[src/rtl/nibble_serial_adder_ctrl_pkg.sv]
// Shared types and constants for the nibble-serial adder controller.
//   state_t : controller FSM states
//   NIB_W   : width of the shared carry-lookahead slice
package nibble_serial_adder_ctrl_pkg;

    localparam int unsigned NIB_W = 4;

    typedef enum logic [1:0] {
        IDLE = 2'd0,
        RUN  = 2'd1,
        DONE = 2'd2
    } state_t;

endpackage

[src/rtl/nibble_serial_adder_ctrl_cla4_slice.sv]
// Purely combinational 4-bit carry-lookahead adder slice.
// Ports:
//   x, y : 4-bit addends
//   cin  : carry in
//   sum  : 4-bit sum
//   cout : carry out of bit 3
module cla4_slice
    import nibble_serial_adder_ctrl_pkg::*;
(
    input  logic [NIB_W-1:0] x,
    input  logic [NIB_W-1:0] y,
    input  logic             cin,
    output logic [NIB_W-1:0] sum,
    output logic             cout
);

    logic [NIB_W-1:0] g;
    logic [NIB_W-1:0] p;
    logic [NIB_W:0]   c;

    assign g = x & y;
    assign p = x ^ y;

    // Every carry is a flat sum-of-products of generate/propagate terms.
    assign c[0] = cin;
    assign c[1] = g[0] | (p[0] & cin);
    assign c[2] = g[1] | (p[1] & g[0]) | (p[1] & p[0] & cin);
    assign c[3] = g[2] | (p[2] & g[1]) | (p[2] & p[1] & g[0])
                | (p[2] & p[1] & p[0] & cin);
    assign c[4] = g[3] | (p[3] & g[2]) | (p[3] & p[2] & g[1])
                | (p[3] & p[2] & p[1] & g[0])
                | (p[3] & p[2] & p[1] & p[0] & cin);

    assign sum  = p ^ c[NIB_W-1:0];
    assign cout = c[NIB_W];

endmodule

[src/rtl/nibble_serial_adder_ctrl.sv]
// WIDTH-bit add/subtract built by iterating one 4-bit lookahead slice over
// WIDTH/4 cycles, with valid/ready handshakes on operands and result.
// Ports:
//   clk, rst_n          : clock, synchronous active-low reset
//   in_valid/in_ready   : operand handshake (in_ready combinational)
//   in_x, in_y, in_sub  : operands; in_sub=1 selects x - y
//   out_valid/out_ready : result handshake
//   out_sum, out_cout   : result and carry out (borrow-free flag on subtract)
module nibble_serial_adder_ctrl
    import nibble_serial_adder_ctrl_pkg::*;
#(
    parameter int unsigned WIDTH = 16
) (
    input  logic             clk,
    input  logic             rst_n,
    input  logic             in_valid,
    output logic             in_ready,
    input  logic [WIDTH-1:0] in_x,
    input  logic [WIDTH-1:0] in_y,
    input  logic             in_sub,
    output logic             out_valid,
    input  logic             out_ready,
    output logic [WIDTH-1:0] out_sum,
    output logic             out_cout
);

    localparam int unsigned NIBS  = WIDTH / NIB_W;
    localparam int unsigned IDX_W = (NIBS > 1) ? $clog2(NIBS) : 1;
    localparam int unsigned LSB_W = IDX_W + 2;

    state_t           state_q, state_d;
    logic [IDX_W-1:0] idx_q, idx_d;
    logic             carry_q, carry_d;
    logic [WIDTH-1:0] sum_q, sum_d;
    logic [WIDTH-1:0] x_q, x_d;
    logic [WIDTH-1:0] y_q, y_d;
    logic             load;

    logic [LSB_W-1:0] lsb;
    logic [NIB_W-1:0] slice_sum;
    logic             slice_cout;

    // Bit offset of the nibble handled this pass.
    assign lsb = LSB_W'(idx_q) << 2;

    cla4_slice u_slice (
        .x    (x_q[lsb +: NIB_W]),
        .y    (y_q[lsb +: NIB_W]),
        .cin  (carry_q),
        .sum  (slice_sum),
        .cout (slice_cout)
    );

    // Next-state and datapath update.
    always_comb begin
        state_d  = state_q;
        idx_d    = idx_q;
        carry_d  = carry_q;
        sum_d    = sum_q;
        x_d      = x_q;
        y_d      = y_q;
        in_ready = 1'b0;
        load     = 1'b0;

        case (state_q)
            IDLE: begin
                in_ready = 1'b1;
                load     = in_valid;
            end
            RUN: begin
                sum_d[lsb +: NIB_W] = slice_sum;
                carry_d             = slice_cout;
                if (idx_q == IDX_W'(NIBS - 1)) begin
                    idx_d   = '0;
                    state_d = DONE;
                end else begin
                    idx_d = idx_q + IDX_W'(1);
                end
            end
            DONE: begin
                // Result drain and next accept share the same cycle.
                if (out_ready) begin
                    in_ready = 1'b1;
                    if (in_valid) begin
                        load = 1'b1;
                    end else begin
                        state_d = IDLE;
                    end
                end
            end
            default: state_d = IDLE;
        endcase

        // Subtract is x + ~y + 1: invert y once at capture, seed carry with 1.
        if (load) begin
            x_d     = in_x;
            y_d     = in_y ^ {WIDTH{in_sub}};
            carry_d = in_sub;
            idx_d   = '0;
            state_d = RUN;
        end
    end

    // State and datapath registers.
    always_ff @(posedge clk) begin
        if (!rst_n) begin
            state_q <= IDLE;
            idx_q   <= '0;
            carry_q <= 1'b0;
            sum_q   <= '0;
            x_q     <= '0;
            y_q     <= '0;
        end else begin
            state_q <= state_d;
            idx_q   <= idx_d;
            carry_q <= carry_d;
            sum_q   <= sum_d;
            x_q     <= x_d;
            y_q     <= y_d;
        end
    end

    assign out_valid = (state_q == DONE);
    assign out_sum   = sum_q;
    assign out_cout  = carry_q;

endmodule

[config.mk]
export PLATFORM = sky130hd
export DESIGN_NAME = nibble_serial_adder_ctrl
export DESIGN_NICKNAME = d
export VERILOG_FILES = /design/src/rtl/nibble_serial_adder_ctrl_pkg.sv /design/src/rtl/nibble_serial_adder_ctrl_cla4_slice.sv /design/src/rtl/nibble_serial_adder_ctrl.sv
export SDC_FILE = /design/constraint.sdc
export NUM_CORES = 1
export LEC_CHECK = 0
export CAP_MARGIN = 0
export CORE_UTILIZATION = 50
export CTS_CLUSTER_DIAMETER = 50
export DETAILED_ROUTE_END_ITERATION = 7
export PLACE_DENSITY = 0.84
export SYNTH_ARGS = -nofsm -noshare
export SYNTH_HDL_FRONTEND = slang
export SYNTH_SLANG_ARGS = --single-unit
[constraint.sdc]
create_clock -name clk -period 2.9 [get_ports clk]
set_input_delay 0.29 -clock clk [delete_from_list [all_inputs] [get_ports clk]]
set_output_delay 0.29 -clock clk [all_outputs]
set_load 0.02 [all_outputs]
==> flow_summary.ini <==
[setup_path]
worstPathArrival_ps = 2700
r2r_end = out_sum[7]
path_class = reg -> reg
r2r_start = idx_q[0]
r2r_cells = 7
cp.required_ps = 3090
crit_fanout = 6
reg2reg_setup_slack_ps = 390
start_kind = flip-flop
cp-end-kind = flip-flop

[yosys]
yosys_warnings = 0
ys_seq_area_share_pct = 42.9
synth.net_count = 288
ys_top_cells_by_area = dfxtp_1, mux4_2, xnor2_1
synth_flop_cell = dfxtp_1
avgSynthCellArea_um2 = 10.3
synth-async-reset-ratio_pct = 0
synth_seq_cells = 53
synth_edf_count = 0
synth_top_area_share_pct = 42.9
synthCells = 239
synth_cell_types = 37
synth_area_um2 = 2470
synth_area_leader_cell = dfxtp_1

[floorplanning]
die_h_um = 72.3
start_util_pct = 52.0
die_width_um = 72.3
rows = 25
core_um2 = 4750
ios = 56
dieArea_um2 = 5230

[pwr]
vdd_ir_drop_max_v = 0.000215
leakage_nw = 1.13
p_int_mw = 1.09
combPwrFrac_pct = 19.4
sequentialPowerShare_pct = 53.2
power_density_nw_per_um2 = 484
clockPowerShare_pct = 27.5
switchingPower_mw = 0.417
netSwitchingFraction_pct = 27.6

[clock_network]
cts_buffer_depth = 2
post_cts_resized = 0
cts.sinks = 53
htreeDepth = 2
cts_hold_buf = 0
cts_tree = yes
cts-root-buf = clkbuf_8
clk_pin_slew_ps = 100
numCtsBuffers = 5
cts_setup_buffers = 0
clock_latency_ps = 310

[timing]
max_slew_margin_pct = 43.0
finalSetupViolCount = 0
rsz0062_at_grt = false
fin_crit_sh_pct = 86.5
fmax_ghz = 0.399
min_period_ps = 2510
slew_viol_final = 0
setup-tns-final_ps = 0
tightest_slew_ps = 855
final_hold_viol_count = 0
skew_ps = 7.60

[routing]
dr.pass1.iters = 4
wl_per_cell_um = 13.5
drc = 0
wl_um = 4830
viasPerCell = 5.23
ant_nets = 0
drt_iter0_markers = 120
vias = 1879

[grt]
grt_antenna_before_repair = 0
grt_pass1_wl_um = 8020
grt_pass1_vias = 1764
grt_use_total_pct = 19.9
grt-ovfl-total = 0
grt_max_degree = 35

[layout]
drive_above_1_share_pct = 13.0
fin_area_um2 = 3120
nets = 340
antenna_cells = 0
area_growth_pct = 26.4

[min_path]
hp-class = reg -> reg
hold_path_startpoint = out_sum[11]
min_to = out_sum[11]
holdPathStages = 2

[job]
cap_viol_max_count = 0

[placed_design]
portBuffers = 55
gp_congestion = 0.829
hpwl_um = 3750
dpl-instance-area_um2 = 3030

[run_status]
status = finished clean
cells in the final DEF, fill, tap and decap left out, drive strengths merged, types with 2 or more instances in the layout:
cell           Yosys  routed
clkdlybuf4s50      0      55
dfxtp             53      53
nand2             33      33
o21ai             25      25
xnor2             17      17
a22o              16      16
nor2              15      15
ha                11      11
mux4               8       8
a22oi              8       8
nand3              7       7
inv                5       6
a21oi              5       5
clkbuf             3       5
a211oi             3       3
buf               10       3
and2b              2       2
nand2b             2       2
o21bai             2       2
nor4               2       2
metal layers:
metal / vias to the layer above / GRT usage, % / routed length [um]
met5: - / 0 / 0
met4: 0 / 6.97 / 59
met3: 6 / 4.58 / 197
met2: 46 / 32.8 / 2310
met1: 873 / 25.6 / 2270
li1: 954 / - / -
stage by stage:
step	hold slack, ps	utilization (%)	std cells	worst slack [ps]	total power, mW
2_1_floorplan	415	-	239	533	1.01
3_3_place_gp	430	63.8	351	479	1.10
3_5_place_dp	443	63.8	351	403	1.11
4_1_cts	465	65.7	359	388	1.52
5_1_grt	481	65.7	359	137	1.58
6_report	464	65.7	359	393	1.51
power groups by stage:
stage	Clock [mW]	Combinational (mW)	Sequential, mW
floorplan	0	0.191	0.816
global placement	0	0.286	0.818
detailed placement	0	0.292	0.820
CTS	0.420	0.293	0.803
global route	0.452	0.321	0.808
finish	0.415	0.292	0.803
cells in the mapped netlist (2+ instances only):
master,n
nor2_1,15
dfxtp_1,53
o21ai_0,22
buf_2,4
and2b_2,2
mux4_2,8
clkbuf_1,3
a22o_1,10
ha_1,11
o21ai_1,3
nor4_4,2
buf_4,2
a211oi_1,3
a22oi_1,8
nand2_1,33
inv_1,4
a21oi_1,5
xnor2_1,17
nand3_1,7
o21bai_1,2
buf_6,3
a22o_2,6
nand2b_4,2
area by class of cell:
cell class | count | area (um2)
Fill cell | 412 | 1630
Multi-Input combinational cell | 168 | 1300
Sequential cell | 53 | 1060
Timing Repair Buffer | 58 | 573
Tap cell | 67 | 83.8
Clock buffer | 5 | 68.8
Clock inverter | 3 | 21.3
Inverter | 5 | 18.8
flip-flops by register name, summed over array words and instances (netlist names):
register / flops
out_sum: 16
x_q: 16
y_q: 16
idx_q: 2
state_q: 2
out_cout: 1
critical path, stage by stage, from the launching register on:
cell      delay, ps
dfxtp_1         470
buf_4           220
mux4_2          560
ha_1            320
a211oi_1        240
o21bai_1        130
xnor2_1         310
o21ai_0         140
worst max path at each step:
stage,endpoint,cells past startpoint,slack (ps),start
final,out_sum[7],7,390,idx_q[0]
after global routing,out_sum[3],7,140,idx_q[0]
after CTS,out_sum[7],7,390,idx_q[0]
after detailed placement,out_sum[7],7,400,idx_q[0]
after global placement,out_sum[7],7,480,idx_q[0]
after floorplan,out_sum[3],7,530,idx_q[0]
cell families (layout without fill, tap and decap cells):
| kind of cell | count (synthesis) | in the layout | synth area share, % |
|---|---|---|---|
| buffers and inverters | 18 | 71 | 4.61 |
| and+or+nand+nor | 68 | 68 | 14.7 |
| DFF | 53 | 53 | 42.9 |
| xor gates and xnor gates | 18 | 18 | 6.38 |
| muxes | 8 | 8 | 7.29 |
| adders and majority gates | 12 | 12 | 6.38 |
| AOI/OAI and AO/OA | 62 | 62 | 17.7 |
No activity file was read; power rests on OpenSTA's default activity.
